<file path="config.mk">
export PLATFORM = sky130hd
export DESIGN_NAME = aes_key_expand_param_flat
export DESIGN_NICKNAME = d
export VERILOG_FILES = /design/src/rtl/aes_key_expand_param_if.sv /design/src/rtl/aes_key_expand_param.sv /design/src/flat_wrapper.sv
export SDC_FILE = /design/constraint.sdc
export NUM_CORES = 1
export LEC_CHECK = 0
export BUFFER_PORTS_ARGS = -buffer_cell sky130_fd_sc_hd__buf_2
export CORE_UTILIZATION = 40
export CTS_CLUSTER_DIAMETER = 80
export DETAILED_ROUTE_END_ITERATION = 12
export MAX_ROUTING_LAYER = met4
export PLACE_DENSITY = 0.73
export SLEW_MARGIN = 20
export SYNTH_ARGS = -nofsm -noshare
export SYNTH_HDL_FRONTEND = slang
export SYNTH_SLANG_ARGS = --single-unit
</file>
<file path="constraint.sdc">
create_clock -name clk -period 4.6 [get_ports clk]
set_input_delay 0.23 -clock clk [delete_from_list [all_inputs] [get_ports clk]]
set_output_delay 0.23 -clock clk [all_outputs]
set_load 0.02 [all_outputs]
</file>
<file path="src/rtl/aes_key_expand_param_if.sv">
// Bundle of the key-expansion control, key and round-key signals shared between
// the cipher datapath (master) and the expansion engine (slave).
interface aes_key_expand_param_if #(
    parameter int WW     = 4,
    parameter int NW     = 4,
    parameter int ROUNDS = 10
);
    localparam int RW = $clog2(ROUNDS + 1);

    logic               kld;
    logic [WW*NW-1:0]   key;
    logic               adv;
    logic [WW*NW-1:0]   wo;
    logic               rk_valid;
    logic [RW-1:0]      round;
    logic               busy;
    logic               done;
    logic [RW-1:0]      rd_idx;
    logic [WW*NW-1:0]   rd_key;

    modport master (
        output kld, key, adv, rd_idx,
        input  wo, rk_valid, round, busy, done, rd_key
    );

    modport slave (
        input  kld, key, adv, rd_idx,
        output wo, rk_valid, round, busy, done, rd_key
    );
endinterface

</file>
<file path="src/rtl/aes_key_expand_param.sv">
// Round-counted rotate/rcon/prefix-XOR key expansion, one round per adv cycle.
// Define AES_KEXP_STORE_EN to keep every produced round key readable via rd_idx.
module aes_key_expand_param #(
    parameter int             WW        = 4,
    parameter int             NW        = 4,
    parameter int             ROUNDS    = 10,
    parameter logic [WW-1:0]  RCON_INIT = 1,
    parameter logic [WW-1:0]  POLY      = 3
) (
    input  logic                    clk,
    input  logic                    rst_n,
    aes_key_expand_param_if.slave   kx
);
    localparam int            RW   = $clog2(ROUNDS + 1);
    localparam logic [RW-1:0] LAST = RW'(ROUNDS - 1);

    typedef enum logic [1:0] {IDLE, EXPAND, FINISHED} state_t;

    state_t         state_reg, state_next;
    logic [WW-1:0]  w_reg    [NW];
    logic [WW-1:0]  w_next   [NW];
    logic [WW-1:0]  key_w    [NW];
    logic [WW-1:0]  step_w   [NW];
    logic [WW-1:0]  rcon_reg, rcon_next;
    logic [RW-1:0]  round_reg, round_next;
    logic           done_reg, done_next;
    logic [WW-1:0]  t_word;
    logic [WW-1:0]  rcon_step;
    logic           step_en;
    logic [WW*NW-1:0] wo_packed;
    logic [WW*NW-1:0] step_packed;

    assign t_word    = {w_reg[NW-1][WW-2:0], w_reg[NW-1][WW-1]} ^ rcon_reg;
    assign rcon_step = {rcon_reg[WW-2:0], 1'b0} ^ (rcon_reg[WW-1] ? POLY : '0);
    assign step_en   = (state_reg == EXPAND) && kx.adv && !kx.kld;

    // Word 0 sits in the most significant slice of the packed key.
    generate
        for (genvar gi = 0; gi < NW; gi++) begin : g_words
            assign key_w[gi] = kx.key[WW*(NW-gi)-1 -: WW];
            if (gi == 0) begin : g_first
                assign step_w[gi] = t_word ^ w_reg[0];
            end else begin : g_rest
                assign step_w[gi] = step_w[gi-1] ^ w_reg[gi];
            end
        end
    endgenerate

    always_comb begin
        wo_packed   = '0;
        step_packed = '0;
        for (int i = 0; i < NW; i++) begin
            wo_packed[WW*(NW-i)-1 -: WW]   = w_reg[i];
            step_packed[WW*(NW-i)-1 -: WW] = step_w[i];
        end
    end

    always_comb begin
        state_next = state_reg;
        w_next     = w_reg;
        round_next = round_reg;
        rcon_next  = rcon_reg;
        done_next  = 1'b0;
        if (kx.kld) begin
            state_next = EXPAND;
            w_next     = key_w;
            round_next = '0;
            rcon_next  = RCON_INIT;
        end else if (step_en) begin
            w_next     = step_w;
            round_next = round_reg + 1'b1;
            rcon_next  = rcon_step;
            if (round_reg == LAST) begin
                done_next  = 1'b1;
                state_next = FINISHED;
            end
        end
    end

    always_ff @(posedge clk or negedge rst_n) begin
        if (!rst_n) begin
            state_reg <= IDLE;
            for (int i = 0; i < NW; i++) begin
                w_reg[i] <= '0;
            end
            rcon_reg  <= RCON_INIT;
            round_reg <= '0;
            done_reg  <= 1'b0;
        end else begin
            state_reg <= state_next;
            w_reg     <= w_next;
            rcon_reg  <= rcon_next;
            round_reg <= round_next;
            done_reg  <= done_next;
        end
    end

    assign kx.wo       = wo_packed;
    assign kx.rk_valid = (state_reg != IDLE);
    assign kx.busy     = (state_reg == EXPAND);
    assign kx.round    = round_reg;
    assign kx.done     = done_reg;

`ifdef AES_KEXP_STORE_EN
    logic [WW*NW-1:0] store_reg [ROUNDS+1];

    // A reload wipes stale keys so rounds not yet reproduced read back as zero.
    always_ff @(posedge clk or negedge rst_n) begin
        if (!rst_n) begin
            for (int j = 0; j <= ROUNDS; j++) begin
                store_reg[j] <= '0;
            end
        end else if (kx.kld) begin
            for (int j = 1; j <= ROUNDS; j++) begin
                store_reg[j] <= '0;
            end
            store_reg[0] <= kx.key;
        end else if (step_en) begin
            store_reg[round_reg + 1'b1] <= step_packed;
        end
    end

    assign kx.rd_key = (kx.rd_idx > round_reg) ? '0 : store_reg[kx.rd_idx];
`else
    assign kx.rd_key = '0;
`endif
endmodule

</file>
<file path="src/flat_wrapper.sv">
// flat-port wrapper written by rule: the top's interface ports become plain ports
module aes_key_expand_param_flat 
#(
    parameter int             WW        = 4,
    parameter int             NW        = 4,
    parameter int             ROUNDS    = 10,
    parameter logic [WW-1:0]  RCON_INIT = 1,
    parameter logic [WW-1:0]  POLY      = 3
)
  (clk, rst_n, kx_kld, kx_key, kx_adv, kx_rd_idx, kx_wo, kx_rk_valid, kx_round, kx_busy, kx_done, kx_rd_key);
  aes_key_expand_param_if #(.WW(WW), .NW(NW), .ROUNDS(ROUNDS)) kx_i ();
  input  logic clk;
  input  logic rst_n;
  input wire logic [$bits(kx_i.kld)-1:0] kx_kld;
  input wire logic [$bits(kx_i.key)-1:0] kx_key;
  input wire logic [$bits(kx_i.adv)-1:0] kx_adv;
  input wire logic [$bits(kx_i.rd_idx)-1:0] kx_rd_idx;
  output wire logic [$bits(kx_i.wo)-1:0] kx_wo;
  output wire logic [$bits(kx_i.rk_valid)-1:0] kx_rk_valid;
  output wire logic [$bits(kx_i.round)-1:0] kx_round;
  output wire logic [$bits(kx_i.busy)-1:0] kx_busy;
  output wire logic [$bits(kx_i.done)-1:0] kx_done;
  output wire logic [$bits(kx_i.rd_key)-1:0] kx_rd_key;
  assign kx_i.kld = kx_kld;
  assign kx_i.key = kx_key;
  assign kx_i.adv = kx_adv;
  assign kx_i.rd_idx = kx_rd_idx;
  assign kx_wo = kx_i.wo;
  assign kx_rk_valid = kx_i.rk_valid;
  assign kx_round = kx_i.round;
  assign kx_busy = kx_i.busy;
  assign kx_done = kx_i.done;
  assign kx_rd_key = kx_i.rd_key;
  aes_key_expand_param #(.WW(WW), .NW(NW), .ROUNDS(ROUNDS), .RCON_INIT(RCON_INIT), .POLY(POLY)) u_core (.clk(clk), .rst_n(rst_n), .kx(kx_i));
endmodule
</file>
==> results.ini <==
[status]
outcome = finished clean

[clocking]
cts_root_buf = clkbuf_8
max-clock-path-buffers = 2
clock_sinks = 27
cts_tree = yes
clk_latency_ps = 270
cts_buffers = 3
htree_levels = 1
hold_buffers = 1
clk_pin_slew_ps = 90
cts.repair.resized = 0
post_cts_buffers = 0

[grt]
grt_use_total_pct = 15.8
grt_max_degree = 40
antenna_found_initial = 0
met3_usage_pct = 1.71
grt_busiest_layer = met2
grt_use_met1_pct = 20.8
grt_pass1_wl_um = 5110
grt_pass1_vias = 1091
grtUsageMet2_pct = 25.3
overflow = 0

[routing]
ant_nets = 0
wl_per_cell_um = 12.2
first_pass_iters = 4
first_iter_violations = 50
viasPerCell = 4.88
drc = 0
vias = 1273
wirelength_um = 3180

[synth]
ys_seq_area_share_pct = 40.5
synthArstFlopShare_pct = 100
synthCells = 173
synth_top_area_share_pct = 38.9
ys.flop_type = dfrtp_1
yosys-top-cells-area = dfrtp_1, xnor2_1, buf_4
synthTopCellsByCount = dfrtp_1, nand2_1, buf_4, nor2_1, xnor2_1
yosys_register_bits = 27
ys_warn_count = 0
avgSynthCellArea_um2 = 9.67
synth_edf_count = 0
synth_cell_types = 36
yosysMostFrequentCell = dfrtp_1
synth_top_area_cell = dfrtp_1
syn_area_um2 = 1670

[sta]
fin_setup_tns_ps = 0
finalMaxSlewViolations = 0
finalHoldViolations = 0
setup_viol = 0
post-route-min-period_ps = 2140
period_share_pct = 46.6
fmax_mhz = 466
worst_slew_pin_slew_ps = 951
rsz0062_at_grt = no
fin_skew_ps = 2.13
worst_slack_ps = 2460
slew_headroom_pct = 36.4

[critical_path]
cp-end-kind = flop
slowest_delay_ps = 740
arrival_ps = 2360
critPathTopFamily = simple AND/OR/NAND/NOR gates
crit_chain = nand3b_1 -> or4_1 -> a21o_1 -> nand3_1
crit_type = flop to flop
cp_max_fo = 27
path_buf_inv = 0
cp.required_ps = 4810
cp_slowest_cell = nand3b_1
startpoint_type = flop

[layout]
layout.nets = 238
fin_cells = 261
area_delta_synth_final_pct = 12.9
diodes = 0
largest_reg_flops = 16
layout-drive-gt1-share_pct = 23.7
fillers = 400

[pwr]
peakVddDrop_mv = 0.216
leakage_nw = 0.920
p_total_mw = 0.951
p_per_area_nw_per_um2 = 503

[die]
dieArea_um2 = 4440
ios = 63
start_util_pct = 41.8
die_w_um = 66.7
core_um2 = 4000
num_rows = 23
die_h_um = 66.7

[placed_design]
globalplace.congestion = 0.705
dp_cells = 256
pre_cts_slack_ps = 2480
numPortBuffers = 42
hpwl_um = 2180

[flow_run]
cap_violations = 0

[hold_path]
min_path_type = primary input to flop

-- power by group --
| part | total [mW] | switching [mW] | leakage, nW | internal, mW |
|---|---|---|---|---|
| Sequential | 0.361 | 0.0720 | 0.332 | 0.289 |
| Clock | 0.134 | 0.0723 | 0.0228 | 0.0620 |
| Combinational | 0.456 | 0.229 | 0.565 | 0.227 |
-- layer usage --
layer / vias to the layer above / wire [um]
li1: 629 / -
met1: 591 / 1490
met2: 49 / 1450
met3: 4 / 192
met4: 0 / 45
met5: - / 0
-- final cells by class --
| type | instances | area [um^2] | share of cell area (%) |
|---|---|---|---|
| timing repair buffer | 43 | 220 | 11.7 |
| multi-input combinational | 134 | 873 | 46.2 |
| inverter | 3 | 11.3 | 0.596 |
| clock buffer | 4 | 45.0 | 2.38 |
| sequential | 27 | 677 | 35.8 |
| tap | 50 | 62.6 | 3.31 |
-- final timing paths --
check | startpoint | endpoint | slack [ps] | cells past startpoint
worst min register to register | u_core.rcon_reg[0] | u_core.rcon_reg[0] | 520 | 2
worst max-delay path | u_core.state_reg[1] | u_core.kx.wo[3] | 2460 | 4
worst max register to register | u_core.state_reg[1] | u_core.kx.wo[3] | 2460 | 4
worst min-delay path | kx_key[14] | u_core.kx.wo[14] | 160 | 3
max in group asynchronous | rst_n | u_core.rcon_reg[1] | 3690 | 2
min in group asynchronous | rst_n | u_core.kx.wo[14] | 500 | 2
-- cell usage in the layout, fill, tap and decap left out --
cell type	count
or3_1	3
conb_1	16
xnor3_1	4
nand4b_1	1
clkbuf_1	1
nand4_1	1
a21oi_1	5
dfrtp_1	26
a31oi_1	3
nand3_1	7
inv_1	3
a22oi_1	1
dlygate4sd3_1	1
dfstp_2	1
nor2_1	16
and3_1	1
or2_2	1
o21ai_0	11
or4_1	5
a211oi_1	2
nand3b_1	1
xnor2_1	14
nor3b_1	1
nor4b_1	1
nor2b_1	2
nand2_1	22
clkbuf_8	3
xnor2_2	1
buf_2	42
xor3_2	2
a21o_1	2
and3b_1	1
ha_1	2
o211ai_1	3
xor2_1	5
-- per-stage QoR --
step / hold WS (ps) / util, % / instance area [um^2]
6_report: 158 / 47.2 / 1890
5_1_grt: 164 / 47.2 / 1890
2_1_floorplan: -65.6 / - / 1730
3_3_place_gp: 282 / 45.9 / 1830
4_1_cts: 155 / 47.2 / 1890
3_5_place_dp: 284 / 45.9 / 1830
-- cells by family after synthesis --
kind of cell / count (synthesis) / share of synthesized area (%)
AND/OR/NAND/NOR: 63 / 18.3
AO/OA/AOI/OAI: 27 / 9.50
buffers and inverters: 27 / 10.7
flip-flops: 27 / 40.5
XOR/XNOR: 26 / 19.3
adder cells (fa/ha/maj): 2 / 1.50
other: 1 / 0.224
-- tightest hold or removal path, stage by stage --
cell and delay (ps):
buf_2 70, nand2_1 40, o21ai_0 50
Power figures use the tool's default switching activity.
